[config.mk]
export PLATFORM = sky130hd
export DESIGN_NAME = cache_request_ctrl
export DESIGN_NICKNAME = d
export VERILOG_FILES = /design/src/rtl/cache_pkg.sv /design/src/rtl/cache_addr_split.sv /design/src/rtl/cache_request_ctrl.sv
export SDC_FILE = /design/constraint.sdc
export NUM_CORES = 1
export LEC_CHECK = 0
export CORE_AREA = 4 4 540 542
export DETAILED_ROUTE_END_ITERATION = 8
export DIE_AREA = 0 0 544 546
export PLACE_DENSITY_LB_ADDON = 0.3
export SLEW_MARGIN = 40
export SYNTH_ARGS = -nofsm -noshare
export SYNTH_HDL_FRONTEND = slang
export SYNTH_HIERARCHICAL = 1
export SYNTH_SLANG_ARGS = --single-unit
[constraint.sdc]
create_clock -name clk -period 2.9 [get_ports clk]
set_input_delay 0.29 -clock clk [delete_from_list [all_inputs] [get_ports clk]]
set_output_delay 0.29 -clock clk [all_outputs]
set_load 0.02 [all_outputs]
[src/rtl/cache_pkg.sv]
// Shared definitions for the cache request controller slice.
// Holds the address-split geometry, the set-side state encodings
// and the controller FSM state type.
package cache_pkg;

    localparam int ADDR_W   = 32;
    localparam int OFFSET_W = 3;
    localparam int INDEX_W  = 4;
    localparam int TAG_W    = 25;
    localparam int NUM_SETS = 1 << INDEX_W;
    localparam int DATA_W   = 64;
    localparam int CNT_W    = 32;

    // Encoding of the set_state line seen by every cache_set
    localparam logic STATE_SEARCH = 1'b0;
    localparam logic STATE_UPDATE = 1'b1;

    typedef enum logic [1:0] {
        IDLE   = 2'd0,
        SEARCH = 2'd1,
        UPDATE = 2'd2,
        RESP   = 2'd3
    } ctrl_state_e;

endpackage

[src/rtl/cache_addr_split.sv]
// Combinational split of a reference address into tag and set index.
// The byte offset within the line is not needed by the sets.
// Ports:
//   addr_i  : full reference address
//   tag_o   : upper TAG_W bits
//   index_o : INDEX_W bits directly above the offset
module cache_addr_split #(
    parameter int ADDR_W   = cache_pkg::ADDR_W,
    parameter int OFFSET_W = cache_pkg::OFFSET_W,
    parameter int INDEX_W  = cache_pkg::INDEX_W,
    parameter int TAG_W    = cache_pkg::TAG_W
) (
    input  logic [ADDR_W-1:0]  addr_i,
    output logic [TAG_W-1:0]   tag_o,
    output logic [INDEX_W-1:0] index_o
);

    logic unused_offset;

    assign tag_o         = addr_i[ADDR_W-1 -: TAG_W];
    assign index_o       = addr_i[OFFSET_W +: INDEX_W];
    assign unused_offset = ^addr_i[OFFSET_W-1:0];

endmodule

[src/rtl/cache_request_ctrl.sv]
// Request-side controller in front of the cache_set array.
// Takes one address at a time, walks the selected set through a search
// cycle and an update cycle, then holds the hit/miss response until the
// requester takes it. Running hit and miss counters are kept.
// Every output is driven straight from a register.
// Ports:
//   clk, reset                        : clock, synchronous active-high reset
//   req_valid/req_ready/req_addr/
//   req_fill_data                     : request handshake, address, miss fill line
//   resp_valid/resp_ready/resp_hit/
//   resp_data                         : response handshake, hit flag, hit data
//   set_enable/set_state/set_mem_write/
//   set_tag/set_write_data            : drive to the set array
//   set_hit/set_read_data             : per-set results
//   hit_count/miss_count              : running totals (wrap on overflow)
//
// state  | meaning
// IDLE   | ready for a request, sets idle
// SEARCH | selected set compares its tags
// UPDATE | selected set updates; hit/data captured
// RESP   | response held until resp_ready
module cache_request_ctrl #(
    parameter int ADDR_W   = cache_pkg::ADDR_W,
    parameter int OFFSET_W = cache_pkg::OFFSET_W,
    parameter int INDEX_W  = cache_pkg::INDEX_W,
    parameter int TAG_W    = cache_pkg::TAG_W,
    parameter int DATA_W   = cache_pkg::DATA_W,
    parameter int CNT_W    = cache_pkg::CNT_W,
    localparam int NUM_SETS = 1 << INDEX_W
) (
    input  logic                       clk,
    input  logic                       reset,
    input  logic                       req_valid,
    output logic                       req_ready,
    input  logic [ADDR_W-1:0]          req_addr,
    input  logic [DATA_W-1:0]          req_fill_data,
    output logic                       resp_valid,
    input  logic                       resp_ready,
    output logic                       resp_hit,
    output logic [DATA_W-1:0]          resp_data,
    output logic [NUM_SETS-1:0]        set_enable,
    output logic                       set_state,
    output logic                       set_mem_write,
    output logic [TAG_W-1:0]           set_tag,
    output logic [DATA_W-1:0]          set_write_data,
    input  logic [NUM_SETS-1:0]        set_hit,
    input  logic [NUM_SETS*DATA_W-1:0] set_read_data,
    output logic [CNT_W-1:0]           hit_count,
    output logic [CNT_W-1:0]           miss_count
);

    import cache_pkg::*;

    ctrl_state_e         state_q;
    logic [INDEX_W-1:0]  index_q;
    logic [DATA_W-1:0]   fill_q;
    logic                req_ready_q;
    logic                resp_valid_q;
    logic                resp_hit_q;
    logic [DATA_W-1:0]   resp_data_q;
    logic [NUM_SETS-1:0] set_enable_q;
    logic                set_state_q;
    logic                set_mem_write_q;
    logic [TAG_W-1:0]    set_tag_q;
    logic [DATA_W-1:0]   set_write_data_q;
    logic [CNT_W-1:0]    hit_count_q;
    logic [CNT_W-1:0]    miss_count_q;

    logic [TAG_W-1:0]    req_tag_d;
    logic [INDEX_W-1:0]  req_index_d;
    logic                sel_hit;
    logic [DATA_W-1:0]   sel_data;

    cache_addr_split #(
        .ADDR_W  (ADDR_W),
        .OFFSET_W(OFFSET_W),
        .INDEX_W (INDEX_W),
        .TAG_W   (TAG_W)
    ) u_addr_split (
        .addr_i (req_addr),
        .tag_o  (req_tag_d),
        .index_o(req_index_d)
    );

    // Only the latched set's result counts; other sets' hit lines are ignored.
    assign sel_hit  = set_hit[index_q];
    assign sel_data = set_read_data[int'(index_q)*DATA_W +: DATA_W];

    always_ff @(posedge clk) begin
        if (reset) begin
            state_q          <= IDLE;
            index_q          <= '0;
            fill_q           <= '0;
            req_ready_q      <= 1'b0;
            resp_valid_q     <= 1'b0;
            resp_hit_q       <= 1'b0;
            resp_data_q      <= '0;
            set_enable_q     <= '0;
            set_state_q      <= STATE_UPDATE;
            set_mem_write_q  <= 1'b0;
            set_tag_q        <= '0;
            set_write_data_q <= '0;
            hit_count_q      <= '0;
            miss_count_q     <= '0;
        end else begin
            case (state_q)
                IDLE: begin
                    req_ready_q <= 1'b1;
                    if (req_valid && req_ready_q) begin
                        state_q      <= SEARCH;
                        index_q      <= req_index_d;
                        fill_q       <= req_fill_data;
                        req_ready_q  <= 1'b0;
                        set_enable_q <= NUM_SETS'(1) << req_index_d;
                        set_state_q  <= STATE_SEARCH;
                        set_tag_q    <= req_tag_d;
                    end
                end
                SEARCH: begin
                    state_q          <= UPDATE;
                    set_state_q      <= STATE_UPDATE;
                    // Write is never gated on hit: the set decides whether to update.
                    set_mem_write_q  <= 1'b1;
                    set_write_data_q <= fill_q;
                end
                UPDATE: begin
                    state_q         <= RESP;
                    set_enable_q    <= '0;
                    set_mem_write_q <= 1'b0;
                    resp_valid_q    <= 1'b1;
                    resp_hit_q      <= sel_hit;
                    resp_data_q     <= sel_hit ? sel_data : '0;
                    if (sel_hit) begin
                        hit_count_q <= hit_count_q + CNT_W'(1);
                    end else begin
                        miss_count_q <= miss_count_q + CNT_W'(1);
                    end
                end
                RESP: begin
                    if (resp_ready) begin
                        state_q      <= IDLE;
                        resp_valid_q <= 1'b0;
                        req_ready_q  <= 1'b1;
                    end
                end
                default: begin
                    state_q         <= IDLE;
                    req_ready_q     <= 1'b0;
                    resp_valid_q    <= 1'b0;
                    set_enable_q    <= '0;
                    set_state_q     <= STATE_UPDATE;
                    set_mem_write_q <= 1'b0;
                end
            endcase
        end
    end

    assign req_ready      = req_ready_q;
    assign resp_valid     = resp_valid_q;
    assign resp_hit       = resp_hit_q;
    assign resp_data      = resp_data_q;
    assign set_enable     = set_enable_q;
    assign set_state      = set_state_q;
    assign set_mem_write  = set_mem_write_q;
    assign set_tag        = set_tag_q;
    assign set_write_data = set_write_data_q;
    assign hit_count      = hit_count_q;
    assign miss_count     = miss_count_q;

endmodule

==> results.yml <==
sta:
  setup_violations: 0
  slew_headroom_pct: 49.2
  min_period_ns: 2.74
  slew_violations: 0
  hold_violations: 0
  skew_ns: 0.0397
  period_share_pct: 94.5
  grt_setup_unrepaired: "false"
  worstMarginPinSlew_ns: 0.762
  max_freq_ghz: 0.365
setup_path:
  path_delay_family: "buffers and inverters"
  regToRegStartpoint: "index_q[0]"
  crit_type: "flip-flop to flip-flop"
  critPathMaxStageDelay_ns: 0.49
  required_ns: 3.46
  rrSetupSlack_ns: 0.16
  cp.depth: 8
  cp_slowest_cell: "mux2i_2"
  end_kind: "flip-flop"
  crit_path_end: "resp_data[23]"
  cp-start-kind: "flip-flop"
  cp-startpoint: "index_q[0]"
  cp_cell_sequence: "buf_12 -> buf_12 -> buf_4 -> mux2i_2 -> buf_4 -> a221o_1 -> o21ai_0 -> a32o_1"
  regToRegEndpoint: "resp_data[23]"
  crit_buf_inv: 4
  worst-path-max-fanout: 20
  ff2ff_path_depth: 8
  critPathArrivalTime_ns: 3.30
status:
  outcome: "finished clean"
drt:
  first_pass_iters: 6
  wl_um: 216000
  ant_nets: 0
  drc: 0
  avgRoutedWirePerCell_um: 29.4
  drt_iter0_drc: 1858
  via_per_inst: 3.40
  vias: 25000
power_and_ir_drop:
  pwr-share-seq_pct: 24.2
  ir_drop_mv: 0.412
  power_switching_mw: 7.98
  clkPwrFrac_pct: 29.4
  p_int_mw: 12.2
  p_per_area_nw_per_um2: 496
  combinationalPowerShare_pct: 46.4
  sw_frac_of_total_pct: 39.4
  p_leak_nw: 12.6
logic_synthesis:
  ys.warnings.count: 6
  syn_avg_cell_area_sq_um: 9.34
  syn_inst: 2160
  yosysTopAreaCellShare_pct: 30.6
  syn-num-nets: 3306
  synth_edf_count: 0
  synthMostInstantiatedCell: "mux2i_1"
  synth_seq_cells: 308
  synth_cell_type_count: 51
  synthTopCellsByCount: "mux2i_1 (321), dfxtp_1 (308), nand2_1 (270)"
  synth_top_flop_cell: "dfxtp_1"
  yosys-top-cells-area: "dfxtp_1 (31%), mux2i_1 (16%), mux4_2 (15%), nand2_1 (5.0%), a221oi_1 (4.3%)"
  synth_top_area_cell: "dfxtp_1"
  ys_async_sr_fraction_pct: 0
  synth-seq-area-share_pct: 30.6
  syn_area_sq_um: 20200
grt:
  grt_first_pass_wirelength_um: 268000
  grt_pass1_vias: 25300
  overflow: 0
  antenna_found_initial: 162
  grt_max_degree: 148
  groute.usage.overall_pct: 13.8
clock_tree:
  htreeDepth: 2
  cts_buffers: 46
  clk_pin_slew_ns: 0.06
  clk_latency_ns: 0.68
  ctsLongestPathBuffers: 3
  cts_num_sinks: 308
  cts_tree: "built"
  root_buffer: "clkbuf_16"
floorplan:
  die_h_um: 546
  design.portCount: 1378
  core_area_sq_um: 287000
  fp.dieW_um: 544
  initial_core_util_pct: 7.03
  die_area_sq_um: 297000
  rows: 197
final_layout:
  fin_nets: 4638
  drive_gt1_share_pct: 10.8
  layout.cells.non_filler: 7345
  layout-area-overhead-vs-synth_pct: 102
  fin_util_pct: 14.2
placement:
  place.gp.congestion: 0.876
  port-buffer-count: 1374
  place_hpwl_um: 187000
  dp_cells: 7224
worst_hold_path:
  holdCritPathClass: "input pin to flip-flop"
job:
  max-cap-violations: 0
final cells by class:
type	instances	area, sq um
sequential	308	6180
tap	3781	4730
clock buffer	64	1260
clock inverter	15	254
fill	32500	246000
inverter	18	72.6
timing repair buffer	1512	15200
antenna	41	103
multi-input combinational	1606	13000
registers in the layout, summed over array words and instances, names as in the netlist:
register        flops
fill_q             64
resp_data          64
set_write_data     64
hit_count          32
miss_count         32
set_tag            25
set_enable         16
index_q             4
state_q             2
req_ready           1
resp_hit            1
resp_valid          1
set_mem_write       1
set_state           1
how the worst min path moves through the flow:
stage | endpoint | cells past startpoint | start | slack (ns)
floorplan | fill_q[0] | 2 | req_fill_data[0] | 0.43
global placement | set_tag[10] | 2 | set_tag[10] | 0.44
detailed placement | set_tag[3] | 2 | set_tag[3] | 0.45
CTS | fill_q[54] | 3 | req_fill_data[54] | 0.06
global route | fill_q[54] | 3 | req_fill_data[54] | 0.1
finish | fill_q[56] | 3 | req_fill_data[56] | 0.16
cells by family (layout without fill, tap and decap cells):
| family | count (synthesis) | in the layout | synth area share, % |
|---|---|---|---|
| DFF | 308 | 308 | 30.6 |
| and+or+nand+nor | 583 | 583 | 12.8 |
| AOI/OAI and AO/OA | 543 | 543 | 19.1 |
| adders and majority gates | 6 | 6 | 0.372 |
| other | 0 | 41 | 0 |
| muxes | 474 | 474 | 31.7 |
| buffers and inverters | 246 | 1609 | 5.45 |
power groups by stage:
stage / clock network [mW] / registers [mW] / logic (mW)
floorplan: 0 / 5.19 / 4.04
global placement: 0 / 4.97 / 9.58
detailed placement: 0 / 4.99 / 9.63
CTS: 6.35 / 4.91 / 9.66
global route: 6.46 / 4.95 / 10.1
finish: 5.94 / 4.90 / 9.39
cell usage in the layout (no fill, tap or decap), drive strengths merged, types with 19 or more instances in the layout:
master and n:
a22o 50, nor2b 23, clkdlybuf4s50 1373, nand2 270
o21ai 73, a21oi 157, mux4 130, nor3 23
or4 27, nor2 149, a221o 30, inv 19
a221oi 100, nand3 27, mux2 23, o31ai 27
diode 41, dfxtp 308, a22oi 52, buf 138
clkbuf 64, mux2i 321, nand4 21
worst register-to-register path, stage by stage (launching register included):
cell     delay [ns]
dfxtp_4        0.41
buf_12         0.17
buf_12         0.29
buf_4          0.45
mux2i_2        0.51
buf_4          0.20
a221o_1        0.23
o21ai_0        0.11
a32o_1         0.26
routing by layer:
metal	part of all wire, %	track usage [%]	vias up
met5	0.24	0	-
met4	3.8	4.70	78
met3	9.5	4.90	369
met2	49	24.4	1341
met1	37	15.1	12200
li1	-	-	11000
per-stage QoR:
step / setup slack [ns] / total power, mW / hold slack, ns / TNS [ns] / area (sq um)
floorplan: 0.643 / 9.22 / 0.426 / 0 / 20200
global route: 0.0305 / 21.5 / 0.0997 / 0 / 40700
CTS: 0.0235 / 20.9 / 0.0627 / 0 / 40600
detailed placement: -0.145 / 14.6 / 0.446 / -5.39 / 39100
finish: 0.158 / 20.2 / 0.163 / 0 / 40800
global placement: -0.544 / 14.6 / 0.443 / -31.68 / 39100
timing repair:
item,CTS,global route
setup endpoints to repair,0,1
hold endpoints to repair,6,0
setup buffers,0,0
gates resized for setup,0,1
hold buffers,1,0
Note: power is estimated with default switching activity, not from simulation.
